$ cat config.mk
export PLATFORM = sky130hd
export DESIGN_NAME = fu_mul_seq
export DESIGN_NICKNAME = d
export VERILOG_FILES = /design/src/rtl/fu_mul_seq.sv
export SDC_FILE = /design/constraint.sdc
export NUM_CORES = 1
export LEC_CHECK = 0
export ABC_AREA = 1
export CAP_MARGIN = 20
export CORE_UTILIZATION = 44
export DETAILED_ROUTE_END_ITERATION = 16
export GPL_ROUTABILITY_DRIVEN = 0
export PLACE_DENSITY = 0.89
export SLEW_MARGIN = 20
export SYNTH_ARGS = -nofsm -noshare
export SYNTH_HDL_FRONTEND = slang
export SYNTH_SLANG_ARGS = --single-unit
$ cat constraint.sdc
create_clock -name clk -period 2.2 [get_ports clk]
set_clock_uncertainty 0.15 [all_clocks]
set_input_delay 0.22 -clock clk [delete_from_list [all_inputs] [get_ports clk]]
set_output_delay 0.22 -clock clk [all_outputs]
set_load 0.01 [all_outputs]
$ cat src/rtl/fu_mul_seq.sv
// Iterative shift-and-add multiplier that drives an external FU for every add and
// multiplicand shift, returning the low 32 bits of A*B plus an overflow flag.
module fu_mul_seq #(
    parameter logic [5:0] CTRL_ADD = 6'b000000,
    parameter logic [5:0] CTRL_SHL = 6'b100000,
    parameter logic [5:0] CTRL_NOP = 6'b000000
) (
    input  logic        clk,
    input  logic        rst_n,
    input  logic        in_valid,
    output logic        in_ready,
    input  logic [31:0] in_a,
    input  logic [31:0] in_b,
    output logic        out_valid,
    input  logic        out_ready,
    output logic [31:0] out_product,
    output logic        out_ovf,
    output logic [31:0] fu_a,
    output logic [31:0] fu_b,
    output logic [5:0]  fu_ctrl,
    input  logic [31:0] fu_f,
    input  logic [5:0]  fu_status
);

    typedef enum logic [1:0] {
        S_IDLE,
        S_ADD,
        S_SHL,
        S_DONE
    } state_t;

    state_t      state_q, state_d;
    logic [31:0] acc_q, acc_d;
    logic [31:0] mcand_q, mcand_d;
    logic [31:0] mplier_q, mplier_d;
    logic        ovf_q, ovf_d;

    // Only the carry flag of the FU status is meaningful to this sequencer.
    logic unused_status;
    assign unused_status = ^{fu_status[5:4], fu_status[2:0]};

    // NOTE: state registers use non-blocking assignments so every flop samples
    // the pre-edge value of its neighbours.
    always_ff @(posedge clk or negedge rst_n) begin
        if (!rst_n) begin
            state_q  <= S_IDLE;
            acc_q    <= '0;
            mcand_q  <= '0;
            mplier_q <= '0;
            ovf_q    <= 1'b0;
        end else begin
            state_q  <= state_d;
            acc_q    <= acc_d;
            mcand_q  <= mcand_d;
            mplier_q <= mplier_d;
            ovf_q    <= ovf_d;
        end
    end

    // NOTE: every output of this block is defaulted first so no path leaves a
    // signal unassigned, which would otherwise infer a latch.
    always_comb begin
        state_d  = state_q;
        acc_d    = acc_q;
        mcand_d  = mcand_q;
        mplier_d = mplier_q;
        ovf_d    = ovf_q;
        fu_a     = '0;
        fu_b     = '0;
        fu_ctrl  = CTRL_NOP;
        in_ready = 1'b0;

        unique case (state_q)
            S_IDLE: begin
                in_ready = 1'b1;
                if (in_valid) begin
                    acc_d    = '0;
                    mcand_d  = in_a;
                    mplier_d = in_b;
                    ovf_d    = 1'b0;
                    state_d  = S_ADD;
                end
            end
            S_ADD: begin
                fu_a = acc_q;
                fu_b = mcand_q;
                if (mplier_q[0]) begin
                    fu_ctrl = CTRL_ADD;
                    acc_d   = fu_f;
                    ovf_d   = ovf_q | fu_status[3];
                end
                state_d = S_SHL;
            end
            S_SHL: begin
                fu_a     = mcand_q;
                fu_b     = 32'd1;
                fu_ctrl  = CTRL_SHL;
                mcand_d  = fu_f;
                mplier_d = mplier_q >> 1;
                // A multiplicand bit shifted out still has multiplier bits left to meet.
                if ((mplier_d != '0) && mcand_q[31]) begin
                    ovf_d = 1'b1;
                end
                state_d = (mplier_d == '0) ? S_DONE : S_ADD;
            end
            S_DONE: begin
                if (out_ready) begin
                    state_d = S_IDLE;
                end
            end
            default: state_d = S_IDLE;
        endcase
    end

    assign out_valid   = (state_q == S_DONE);
    assign out_product = acc_q;
    assign out_ovf     = ovf_q;

endmodule

==> results of run 1 <==
## logic make-up (layout without fill, tap and decap cells)
group,count (synthesis),after routing,synth area share [%]
buffers and inverters,155,346,14.1
AO/OA/AOI/OAI,167,167,21.6
other,1,5,0.0697
AND/OR/NAND/NOR,236,236,17.3
flip-flops,99,99,46.0
adder cells (fa/ha/maj),4,4,0.930
## final cells by class
type	instances	area, um2	area share [%]
tap	147	184	2.34
inverter	102	383	4.88
sequential	99	2480	31.6
clock inverter	3	21.3	0.271
clock buffer	13	270	3.44
multi-input combinational	412	2230	28.4
timing repair buffer	228	2280	29.1
## critical path, stage by stage, from the launching register on
cell,delay [ps]
dfrtp_1,360
inv_2,80
ha_4,300
nand2_4,100
buf_6,170
nor2_1,90
dlygate4sd2_1,310
## layer usage
metal	vias up	part of all wire (%)	GRT usage, %	routed length [um]
met5	-	0	0	0
met4	0	3.7	14.4	638
met3	59	6.1	3.73	1050
met2	246	49	45.9	8430
met1	2515	41	36.5	7040
li1	2525	-	-	-
## registers in the layout, summed over array words and instances (netlist names)
name	count
out_product	32
out_ovf	1
state_q	2
mplier_q	32
mcand_q	32
## synth_stat cells (13+ instances only)
| cell type | n |
|---|---|
| nor2_1 | 78 |
| o21ai_1 | 32 |
| nand2_1 | 124 |
| inv_1 | 102 |
| o22ai_1 | 32 |
| buf_2 | 24 |
| o211ai_2 | 31 |
| buf_6 | 13 |
| nand3_1 | 34 |
| dfrtp_1 | 99 |
| o21ai_0 | 37 |
| a31oi_1 | 32 |
## power by group through the flow
| stage | combinational [mW] | clock (mW) | sequential [mW] |
|---|---|---|---|
| 3_5_place_dp | 7.51 | 0 | 3.11 |
| 4_1_cts | 7.68 | 1.56 | 3.08 |
| 2_1_floorplan | 4.61 | 0 | 3.14 |
| 5_1_grt | 8.40 | 1.65 | 3.18 |
| 6_report | 7.69 | 1.54 | 3.08 |
| 3_3_place_gp | 7.31 | 0 | 3.05 |
## worst max path at each step
| stage | end | slack [ps] |
|---|---|---|
| after floorplan | fu_a[0] | 410 |
| after global placement | fu_a[0] | 50 |
| after detailed placement | fu_a[19] | -6 |
| after CTS | fu_a[19] | 10 |
| after global routing | fu_b[16] | -10 |
| final | fu_b[29] | 60 |
## repair_timing
action	4_1_cts	5_1_grt
gates resized for setup	118	44
gates cloned	4	0
setup endpoints to repair	65	63
buffers inserted	0	0
hold buffers	1	0
endpoints found under the hold margin	37	0
==> reports/results.env, run 1 <==
SYNTH.YOSYS.WARNINGS=0
SEQ_POWER_SHARE_PCT=25.0
TIMING.MAX_CAP.VIOLATIONS=0
SETUP_SLACK_PS=63.2
RUN_STATUS='complete, but fails checks'
SETUP_TNS_PS=0
ANTENNA_CELLS_INSERTED=0
CLK_ROOT_BUFFER_CELL='clkbuf_16'
ROUTE.DETAILED.WL_PER_INST_UM=17.1
MIN_PATH_TYPE='in -> async'
WORST-SLEW-PIN-TRANSITION_PS=539
MOST_FREQUENT_CELLS_IN_THE_LAYOUT='clkdlybuf4s50_1 (134), nand2_1 (122), inv_1 (100)'
CRITICAL_PATH.REG2REG.STARTPOINT='state_q[1]'
CORE_UM2=12000
TIMING.CRITICAL_PATH.FROM='state_q[1]'
FAILED_CHECKS='design-rule violations'
POSTROUTEWIRELENGTH_UM=17200
SYN-INSTANCE-COUNT=662
SYNTH_SEQ_CELLS=99
SHARE_OF_FLIP_FLOPS_WITH_AN_ASYNCHRONOUS_SET_OR_RESET_AFTER_SYNTHESIS_PCT=100
SYNTH_TOP_AREA_SHARE_PCT=46.0
FIN_WORST_HOLD_SLACK_PS=265
INITIAL_CORE_UTIL_PCT=45.0
WORST_SETUP_PATH_START_KIND='flop'
DRT_DRC_VIOLATIONS_LEFT=1
NUMBER_OF_ENDPOINTS_WITH_NEGATIVE_HOLD_SLACK_IN_THE_FINAL_REPORT=0
WORSTREGTOREGCELLS=9
PLACE.DETAILED.INSTANCES=983
TIMING.CRITICAL_PATH.FANOUT_MAX=13
DRT-INITIAL-DRC-COUNT=469
PERIOD_NEEDED_PS=2140
FF2FF_SETUP_SLACK_PS=190
AREA_GROWTH_SYN_TO_LAYOUT_PCT=45.8
SYNTH_ENABLE_FLOP_CELLS=0
FMAX_MHz=468
LAYOUT.FILLER_CELLS=978
PLACEDINSTANCEAREA_UM2=7520
TOTAL_GLOBAL_ROUTE_TRACK_USAGE_PCT=28.0
CP_DATA_ARRIVAL_TIME_PS=1770
AVG_SYNTHESIZED_CELL_AREA_UM2=8.13
DRIVE_ABOVE_1_SHARE_PCT=13.8
TRITONCTS='done'
DRT_PASS1_ITERATIONS=11
FINISH.UTILIZATION_PCT=65.6
POWER-PER-CELL-AREA_nW_PER_UM2=1570
MOSTFREQUENTLAYOUTCELL='clkdlybuf4s50_1'
DR_TOTAL_VIAS=5345
YS_TOP_CELLS_BY_AREA='dfrtp_1 (46%), nand2_1 (8.6%), o211ai_2 (7.2%)'
CTSLONGESTPATHBUFFERS=2
CLOCKPOWERSHARE_PCT=12.5
CLKLATENCYLATEPIN_PS=340
FINAL_SETUP_VIOLATIONS=0
NET-SWITCHING-POWER_mW=5.49
CTS_MADE_BUFFERS=9
VIASPERCELL=5.32
YOSYS_MOST_USED_DFF='dfrtp_1'
IOS=211
YOSYSSEQAREASHARE_PCT=46.0
FIRST_GLOBAL_VIAS=5305
SLEW-LIMIT-HEADROOM_PCT=64.1
YOSYS.CELL_TYPES.COUNT=20
SW_FRAC_OF_TOTAL_PCT=44.6
POSTLAYOUTCELLAREA_UM2=7850
FLOORPLAN.DIE.HEIGHT_UM=113
TOTAL_LEAKAGE_POWER_nW=3.71
REPORT.FINAL.SLEW_VIOL_COUNT=0
CHIPWIDTH_UM=113
NETLIST.TOP_CELL.BY_AREA='dfrtp_1'
TIMING.SETUP.CRITICAL_PATH_CLASS='reg -> out'
POST_PLACEMENT_SETUP_SLACK_PS=-6.07
NETLIST_AREA_UM2=5380
DIE_AREA_UM2=12700
POSTROUTEANTENNANETS=0
IR_DROP_V=0.000860
P_COMB_SHARE_PCT=62.5
FIRST_PASS_GRT_WIRE_LENGTH_UM=27300
LAYOUT_WORST_PATH_CYCLE_SHARE_PCT=97.1
GRT_START_MAX_NET_PINS=50
CLOCK_SINK_COUNT=99
GLOBALROUTEOVERFLOWTOTAL=0
DESIGN_POWER_TOTAL_mW=12.3
CTS.HTREE.LEVELS=3
END_KIND='output port'
CLKTRANSATPATHREGS_PS=70
PORT_BUFFERS=200
LAYOUT.NETS=962
FP-ROW-COUNT=40
WORSTPATHREQUIRED_PS=1830
DETAILEDPLACEMENTHPWL_UM=11400
INITIAL_ANTENNA_VIOLATION_COUNT=0
LAYOUT.CELLS.NON_FILLER=1004
WORSTREG2REGEND='out_product[26]'
CELL_INTERNAL_PWR_mW=6.81
Note: power is estimated with default switching activity, not from simulation.
==> inputs of run 2 (changes only) <==
- CORE_MARGIN: not set -> 4
==> reports/results.env, run 2 (synthesis gave the netlist of run 1 again) <==
RUN_STATUS='finished clean'
VIASPERCELL=5.37
WORSTPATHREQUIRED_PS=1830
RSZ_0062_RAISED_AFTER_GLOBAL_ROUTING='yes'
FIRST_PASS_GRT_WIRE_LENGTH_UM=27700
SETUP_TNS_PS=0
LAYOUT_WORST_PATH_CYCLE_SHARE_PCT=98.4
TOTAL_LEAKAGE_POWER_nW=3.76
WORST-SLEW-PIN-TRANSITION_PS=660
TIMING.CRITICAL_PATH.FANOUT_MAX=16
INITIAL_CORE_UTIL_PCT=44.8
DRT-INITIAL-DRC-COUNT=565
FINAL_SETUP_VIOLATIONS=0
POSTROUTEWIRELENGTH_UM=17700
CELL_INTERNAL_PWR_mW=6.91
CTS.HTREE.LEVELS=3
WORST_SETUP_PATH_START_KIND='flop'
FLOORPLAN.DIE.HEIGHT_UM=119
CLKLATENCYLATEPIN_PS=330
IOS=211
DRT_DRC_VIOLATIONS_LEFT=0
REPORT.FINAL.SLEW_VIOL_COUNT=0
FP-ROW-COUNT=40
TIMING.MAX_CAP.VIOLATIONS=0
PERIOD_NEEDED_PS=2170
GLOBALROUTEOVERFLOWTOTAL=0
P_COMB_SHARE_PCT=61.2
SEQ_POWER_SHARE_PCT=24.9
DETAILEDPLACEMENTHPWL_UM=12000
CTSLONGESTPATHBUFFERS=2
CLKTRANSATPATHREGS_PS=70
FMAX_MHz=462
INITIAL_ANTENNA_VIOLATION_COUNT=0
POSTROUTEANTENNANETS=0
GRT_START_MAX_NET_PINS=49
CTS_MADE_BUFFERS=9
POWER-PER-CELL-AREA_nW_PER_UM2=1580
AREA_GROWTH_SYN_TO_LAYOUT_PCT=45.5
SW_FRAC_OF_TOTAL_PCT=44.2
LAYOUT.NETS=962
PORT_BUFFERS=200
MOSTFREQUENTLAYOUTCELL='clkdlybuf4s50_1'
LAYOUT.CELLS.NON_FILLER=1004
CLK_ROOT_BUFFER_CELL='clkbuf_16'
ROUTE.DETAILED.WL_PER_INST_UM=17.6
POST_CTS_REPAIR_SETUP_BUFFERS=0
CP_DATA_ARRIVAL_TIME_PS=1800
DRT_PASS1_ITERATIONS=7
CORE_UM2=12000
MOST_FREQUENT_CELLS_IN_THE_LAYOUT='clkdlybuf4s50_1 (134), nand2_1 (122), inv_1 (100)'
POST_PLACEMENT_SETUP_SLACK_PS=-24.9
FIRST_GLOBAL_VIAS=5327
END_KIND='output port'
TIMING.SETUP.CRITICAL_PATH_CLASS='reg -> out'
TOTAL_GLOBAL_ROUTE_TRACK_USAGE_PCT=24.4
SETUP_SLACK_PS=34.7
CHIPWIDTH_UM=119
DRIVE_ABOVE_1_SHARE_PCT=13.1
NUMBER_OF_ENDPOINTS_WITH_NEGATIVE_HOLD_SLACK_IN_THE_FINAL_REPORT=0
NET-SWITCHING-POWER_mW=5.46
ANTENNA_CELLS_INSERTED=0
CLOCK_SINK_COUNT=99
DR_TOTAL_VIAS=5395
FIN_WORST_HOLD_SLACK_PS=296
FINISH.UTILIZATION_PCT=65.2
DIE_AREA_UM2=14100
PLACE.DETAILED.INSTANCES=983
IR_DROP_V=0.00115
CLOCKPOWERSHARE_PCT=13.9
SLEW-LIMIT-HEADROOM_PCT=56.0
TRITONCTS='done'
MIN_PATH_TYPE='in -> async'
[run 2: metal layers]
metal	up-vias	global-route usage (%)	share of wire [%]
met5	-	0	0
met4	0	9.99	3.0
met3	42	4.26	7.7
met2	257	41.6	50
met1	2557	30.7	39
li1	2539	-	-
[run 2: through the flow]
stage	total power, mW	area (um2)
after floorplan	7.75	5400
final	12.4	7830
after detailed placement	10.6	7510
after CTS	12.4	7900
after global placement	10.3	7510
after global routing	13.3	7830
[run 2: what timing repair did]
item / CTS / global route
hold buffers: 1 / 0
gates cloned: 3 / 1
resized for setup: 72 / 68
endpoints found under the setup margin: 65 / 77
endpoints found under the hold margin: 45 / 0
pin swaps: 1 / 0
[run 2: final cells by class]
type / instances / area (um2)
clock buffer: 12 / 256
clock inverter: 4 / 72.6
fill: 1024 / 4180
inverter: 102 / 383
multi-input combinational: 412 / 2200
sequential: 99 / 2480
tap: 147 / 184
timing repair buffer: 228 / 2250
[run 2: worst paths after layout]
path | from | to | slack, ps | depth (start not counted)
hold reg to reg | mplier_q[11] | mplier_q[11] | 380 | 2
max in group asynchronous | rst_n | mcand_q[20] | 940 | 3
setup / recovery | state_q[0] | fu_b[28] | 30 | 6
setup reg to reg | state_q[1] | out_product[16] | 160 | 9
min in group clk | in_a[4] | mcand_q[4] | 300 | 3
hold / removal | rst_n | mplier_q[21] | 300 | 2
[run 2: power groups by stage]
stage,logic [mW],registers [mW],clock network [mW]
after floorplan,4.61,3.14,0
after global placement,7.27,3.07,0
after detailed placement,7.47,3.10,0
after CTS,7.54,3.08,1.76
after global routing,8.25,3.18,1.85
final,7.57,3.08,1.73
[run 2: critical path: stages, from the launching register on]
cell and delay, ps:
dfrtp_1 390, inv_2 120, ha_4 230, nand2_4 160, buf_6 200, nor2_1 70, dlygate4sd2_1 280
